$ cat src/rtl/seq_acc_result_drain.sv
// Ping-pong receiver for MAC result vectors, drained as lane beats over valid/ready.
// Optional macro SEQ_ACC_DRAIN_RELU_EN clamps negative lanes to zero on capture.
module seq_acc_result_drain #(
  parameter int unsigned outputElements  = 32,
  parameter int unsigned accumulatorBits = 16,
  parameter int unsigned lanesPerBeat    = 8,
  localparam int unsigned numBeats       = outputElements / lanesPerBeat,
  localparam int unsigned BeatW          = (numBeats > 1) ? $clog2(numBeats) : 1
) (
  input  logic                                            clk,
  input  logic                                            rst,
  input  logic                                            mac_valid_i,
  input  logic [outputElements-1:0][accumulatorBits-1:0]  mac_data_i,
  output logic [lanesPerBeat-1:0][accumulatorBits-1:0]    out_data_o,
  output logic                                            out_valid_o,
  input  logic                                            out_ready_i,
  output logic                                            out_last_o,
  output logic [BeatW-1:0]                                out_beat_o,
  output logic                                            busy_o,
  output logic                                            overflow_o,
  output logic [7:0]                                      drop_count_o,
  input  logic                                            overflow_clr_i
);

  if ((outputElements % lanesPerBeat) != 0) begin : g_bad_cfg
    $error("outputElements must be a multiple of lanesPerBeat");
  end

  // Beat-major view of a vector: element b*lanesPerBeat+j lives at [b][j].
  typedef logic [numBeats-1:0][lanesPerBeat-1:0][accumulatorBits-1:0] vec_t;
  typedef enum logic [1:0] {EMPTY = 2'd0, ONE = 2'd1, FULL = 2'd2} occ_e;

  occ_e             state_q, state_d;
  vec_t             slot_q [2];
  logic             wr_ptr_q, wr_ptr_d;
  logic             rd_ptr_q, rd_ptr_d;
  logic [BeatW-1:0] beat_q, beat_d;
  logic             ovf_q, ovf_d;
  logic [7:0]       drop_q, drop_d;

  logic xfer, last_beat, last_xfer, slot_free, cap, drop;
  vec_t cap_data;

  function automatic vec_t relu(input vec_t v);
    vec_t r;
    r = v;
`ifdef SEQ_ACC_DRAIN_RELU_EN
    for (int unsigned b = 0; b < numBeats; b++) begin
      for (int unsigned j = 0; j < lanesPerBeat; j++) begin
        if (v[b][j][accumulatorBits-1]) r[b][j] = '0;
      end
    end
`endif
    return r;
  endfunction

  assign cap_data    = relu(mac_data_i);
  assign out_valid_o = (state_q != EMPTY);
  assign busy_o      = (state_q != EMPTY);
  assign last_beat   = (beat_q == BeatW'(numBeats - 1));
  assign out_last_o  = out_valid_o && last_beat;
  assign out_beat_o  = beat_q;
  assign out_data_o  = slot_q[rd_ptr_q][beat_q];
  assign overflow_o  = ovf_q;
  assign drop_count_o = drop_q;

  assign xfer      = out_valid_o && out_ready_i;
  assign last_xfer = xfer && last_beat;
  // A full buffer still accepts when the draining slot frees on this very edge.
  assign slot_free = (state_q != FULL) || last_xfer;
  assign cap       = mac_valid_i && slot_free;
  assign drop      = mac_valid_i && !slot_free;

  always_comb begin
    state_d  = state_q;
    wr_ptr_d = wr_ptr_q ^ cap;
    rd_ptr_d = rd_ptr_q ^ last_xfer;
    beat_d   = beat_q;
    ovf_d    = ovf_q;
    drop_d   = drop_q;

    case (state_q)
      EMPTY:   if (cap) state_d = ONE;
      ONE: begin
        if (cap && !last_xfer)      state_d = FULL;
        else if (!cap && last_xfer) state_d = EMPTY;
      end
      FULL:    if (!cap && last_xfer) state_d = ONE;
      default: state_d = EMPTY;
    endcase

    if (xfer) beat_d = last_beat ? '0 : beat_q + BeatW'(1);

    if (drop) begin
      ovf_d  = 1'b1;
      drop_d = overflow_clr_i ? 8'd1 : ((drop_q == 8'hFF) ? 8'hFF : drop_q + 8'd1);
    end else if (overflow_clr_i) begin
      ovf_d  = 1'b0;
      drop_d = '0;
    end
  end

  always_ff @(posedge clk or posedge rst) begin
    if (rst) begin
      state_q  <= EMPTY;
      slot_q[0] <= '0;
      slot_q[1] <= '0;
      wr_ptr_q <= 1'b0;
      rd_ptr_q <= 1'b0;
      beat_q   <= '0;
      ovf_q    <= 1'b0;
      drop_q   <= '0;
    end else begin
      state_q  <= state_d;
      wr_ptr_q <= wr_ptr_d;
      rd_ptr_q <= rd_ptr_d;
      beat_q   <= beat_d;
      ovf_q    <= ovf_d;
      drop_q   <= drop_d;
      if (cap) slot_q[wr_ptr_q] <= cap_data;
    end
  end

endmodule

$ cat config.mk
export PLATFORM = sky130hd
export DESIGN_NAME = seq_acc_result_drain
export DESIGN_NICKNAME = d
export VERILOG_FILES = /design/src/rtl/seq_acc_result_drain.sv
export SDC_FILE = /design/constraint.sdc
export NUM_CORES = 2
export LEC_CHECK = 0
export CORE_ASPECT_RATIO = 1.1
export CORE_MARGIN = 3
export CORE_UTILIZATION = 69
export CTS_CLUSTER_DIAMETER = 50
export DETAILED_ROUTE_END_ITERATION = 8
export DONT_BUFFER_PORTS = 1
export HOLD_SLACK_MARGIN = 0.02
export PLACE_DENSITY = 0.89
export REMOVE_ABC_BUFFERS = 1
export SLEW_MARGIN = 20
export SYNTH_ARGS = -nofsm -noshare
export SYNTH_HDL_FRONTEND = slang
export SYNTH_SLANG_ARGS = --single-unit
$ cat constraint.sdc
create_clock -name clk -period 62.1 [get_ports clk]
set_input_delay 6.21 -clock clk [delete_from_list [all_inputs] [get_ports clk]]
set_output_delay 6.21 -clock clk [all_outputs]
set_load 0.02 [all_outputs]
======== Yosys cells after proc, flatten, opt, wreduce, memory -nomap -nowiden ========
Cells that the tools add are included.
operators by class
  add/sub/neg operators ................... 2
  $lt $le $gt $ge ......................... 4
  equal/unequal tests ..................... 8
  multiplexer cells ....................... 20
  bitwise logic cells ..................... 4
  reductions and logical operators ........ 16
operators by type and width
  kind                   count
  $mux W512              4
  $bwmux W1024           1
  $demux W512 S1         1
  $bmux W128 S2          1
  $mux W128              1
  $mux W8                4
  $mux W2                5
  $add A8 B1 Y8 const B  1
  $eq A8 B8 Y1 const B   1
  $logic_and A1 B1 Y1    8
  $ne A2 B2 Y1 const B   3
  $pmux W2 S3            1
  $eq A2 B2 Y1 const B   2
  $ge A2 B2 Y1 const B   2
  $not A1 Y2             2
  $reduce_bool A2 Y1     2
  $logic_not A1 Y1       3
  $lt A2 B3 Y1 const B   1
  $ne A3 B3 Y1 const B   1
  $reduce_and A3 Y1      1
  $add A2 B1 Y2 const B  1
  $eq A2 B1 Y1 const B   1
  $logic_not A2 Y1       1
  $lt A2 B1 Y1 const B   1
  3 further kinds        5
word-level totals
  flip-flop bits (word level) ............. 1039
  input bits .............................. 517
  output and inout bits ................... 142
  logic and storage cells ................. 124

======== Longest topological paths before layout ========
  word-level depth ........................ 10
  gate-level depth with buffers ........... 8
  gate-level depth less buffers ........... 5

======== Worst setup path before layout ========
No wires, ideal clock.
  path type ............................... register to output
  start point ............................. reg beat_q[0], in the netlist out_beat_o[0]
  end point ............................... out out_data_o[100] (netlist bit)
  arrival time ............................ 1841 ps
  required time ........................... 55890 ps
  setup slack ............................. 54049 ps
  stages on the path, launching flop included .. 7
  buffers on the path ..................... 4
  path through ............................ dfrtp_1 > clkbuf_1 > buf_6 > buf_2 > buf_2 > mux4_2 > mux2_2
RTL lines
  what                    RTL line  text
  start, declared         37        logic [BeatW-1:0] beat_q, beat_d;
  start signal, assigned  117       beat_q <= beat_d;
  end, declared           14        output logic [lanesPerBeat-1:0][accumulatorBits-1:0] out_data_o,

==> flow_summary_export.csv <==
group,metric,value,unit
status,status,"completed",
critical_path,startpoint_type,"input port",
clock_network,cts.sinks,1039,
placed_design,gp_congestion,0.831,
route,ant_nets,0,
die,die_h,278,um
clock_network,root_buffer,"clkbuf_16",
hold_path,hold_class,"reg2reg",
timing,setup_ws,50650,ps
die,start_util,69.9,%
die,design.die.area,0.0705,sq mm
route,via_per_inst,6.71,
power,p_clk_share,20.7,%
die,io_pins,659,
placed_design,hpwl,72.5,mm
power,vdd_drop_max,0.0468,mV
clock_network,clkLatencyLatePin,650,ps
yosys,yosysSeqAreaShare,55.9,%
layout,drive_above_1_share,40.3,%
clock_network,post_cts_resized,0,
die,num_rows,99,
layout,mostFrequentLayoutCell,"dfrtp_1",
global_route,grt_pass1_vias,27500,
critical_path,crit_slowest_cell,"buf_4",
yosys,syn_avg_cell_area,17.2,sq um
placed_design,place_area,0.0465,sq mm
flow_run,max-cap-violations,0,
clock_network,cts_tree,"done",
power,combPwrFrac,39.9,%
route,drtIter0Drc,1704,
power,internal_power,2.08,mW
critical_path,crit_path_frequent_cell,"buf_4",
clock_network,cts-hold-fix-buffers,0,
clock_network,post_cts_buffers,0,
layout,nNetsFinal,3167,
route,num_vias,24400,
critical_path,critPathTopFamily,"buffers and inverters",
clock_network,path_clk_slew,60,ps
global_route,antenna_found_initial,28,
timing,rsz0062_at_grt,"false",
yosys,yosysUniqueCellTypes,39,
power,power_leakage,20.5,nW
timing,hold_violations,0,
timing,fin_skew,27.1,ps
critical_path,max_stage_delay,910,ps
timing,layout_min_cycle_time,11450,ps
global_route,track_usage,31.1,%
global_route,grt_max_degree,178,
critical_path,path_buf_inv,7,
layout,areaGrowthSynthToFinish,8.16,%
route,drc_errors,0,
critical_path,required,62760,ps
clock_network,clock_path_buffers,3,
timing,fin_hold_ws,487,ps
timing,fmax,0.0873,GHz
power,swShare,34.0,%
clock_network,numCtsBuffers,103,
power,p_total,3.15,mW
yosys,synth_warnings,0,
critical_path,crit_type,"in2async",
route,dr.pass1.iters,5,
timing,worstMarginPinSlew,1430,ps
layout,design_area,0.0503,sq mm
power,seq_power_share,39.4,%
critical_path,worst_setup_path_end_kind,"async pin",
placed_design,io_buffer_count,0,
timing,tns,0,ps
critical_path,crit_chain,"inv_8 -> buf_4 -> buf_4 -> buf_4 -> buf_4 -> buf_4 -> buf_6",
route,wl_per_cell,30.1,um
timing,slew_violations,0,
die,core-area,0.0665,sq mm
die,fp.dieW,254,um
yosys,synth-seq-cells,1039,
placed_design,pre_cts_slack,49330,ps
global_route,overflow,0,
timing,setup_viol_count_final,0,
route,postRouteWirelength,110,mm
timing,max_slew_margin,4.46,%
clock_network,htreeDepth,3,
global_route,grt_pass1_wl,166,mm
layout,final_cell_mix,"1,036 x dfrtp_1, 642 x mux2_2, 512 x mux2_1, 256 x mux4_2, 105 x clkbuf_16",
timing,timing.final.crit_share,18.4,%
critical_path,path_max_fanout,146,
critical_path,worstPathArrival,12110,ps
yosys,syn_area,0.0465,sq mm
power,p_per_area,62.6,mW/mm^2
power,switchingPower,1.07,mW
yosys,netlist_instances,2699,
[area by class of cell]
type	instances	area, sq um
Antenna cell	51	128
Clock buffer	146	2950
Clock inverter	41	656
Fill cell	3535	16200
Inverter	7	33.8
Multi-Input combinational cell	1466	19100
Sequential cell	1039	26000
Tap cell	858	1070
Timing Repair Buffer	30	307
[synth_stat cells (all sizes together)]
cell	instances	area, sq um
mux2	1154	13000
dfrtp	1039	26000
mux4	256	5770
buf	164	1280
clkbuf	23	86.3
nand2	8	32.5
inv	7	26.3
nor2	7	26.3
nor3	6	30.0
a21oi	3	18.8
ha	3	37.5
nand3	3	15.0
nor2b	3	18.8
and2	2	12.5
and3	2	12.5
mux2i	2	20.0
o21ai	2	10.0
a211oi	1	7.51
a21o	1	7.51
a221oi	1	8.76
a311oi	1	8.76
a31oi	1	6.26
a41oi	1	8.76
and4	1	8.76
and4b	1	10.0
nand2b	1	6.26
nor4	1	6.26
o22ai	1	6.26
o32ai	1	8.76
or2	1	6.26
or3	1	6.26
xnor2	1	8.76
[path summary, 6_finish.rpt]
kind / to / slack (ps) / start / depth (start not counted)
max: slot_q[354]$_DFFE_PP0P_ / 50650 / rst / 7
min: slot_q[402]$_DFFE_PP0P_ / 490 / slot_q[402]$_DFFE_PP0P_ / 1
max reg2reg: slot_q[1017]$_DFFE_PP0P_ / 56320 / out_beat_o[0]$_DFFE_PP0P_ / 8
min reg2reg: slot_q[402]$_DFFE_PP0P_ / 490 / slot_q[402]$_DFFE_PP0P_ / 1
max in group clk: out_data_o[108] / 51520 / rd_ptr_q$_DFF_PP0_ / 4
min in group asynchronous: slot_q[603]$_DFFE_PP0P_ / 5600 / rst / 1
[power groups by stage]
stage	clock [mW]	combinational [mW]	sequential (mW)
after global placement	0	1.20	1.19
final	0.652	1.26	1.24
after global routing	0.690	1.33	1.27
after detailed placement	0	1.25	1.24
after floorplan	0	1.25	1.22
after CTS	0.661	1.27	1.23
[per-stage QoR]
step | util, % | instances
3_3_place_gp | 69.9 | 3399
4_1_cts | 75.4 | 3586
3_5_place_dp | 69.9 | 3399
2_1_floorplan | - | 2512
6_report | 75.6 | 3638
5_1_grt | 75.6 | 3628
[registers in the layout (all words and copies together) (netlist names)]
| signal | cells |
|---|---|
| overflow_o | 1 |
| state_q | 2 |
| out_beat_o | 2 |
| rd_ptr_q | 1 |
| wr_ptr_q | 1 |
| slot_q | 1024 |
| drop_count_o | 8 |
[kinds of logic after synthesis]
group                      after synthesis  share of synthesized area, %
xor gates and xnor gates                 1                        0.0188
muxes                                 1412                          40.4
DFF                                   1039                          55.9
adders and majority gates                3                        0.0807
buffers and inverters                  194                          2.99
AOI/OAI and AO/OA                       13                         0.196
and+or+nand+nor                         37                         0.412
[routing by layer]
| metal | up-vias | global-route usage, % | share of wire, % |
|---|---|---|---|
| li1 | 10000 | - | - |
| met1 | 13200 | 34.5 | 33 |
| met2 | 860 | 51.6 | 51 |
| met3 | 328 | 11.1 | 9.0 |
| met4 | 8 | 18.9 | 6.0 |
| met5 | - | 0 | 0.043 |
Power figures use the tool's default switching activity.
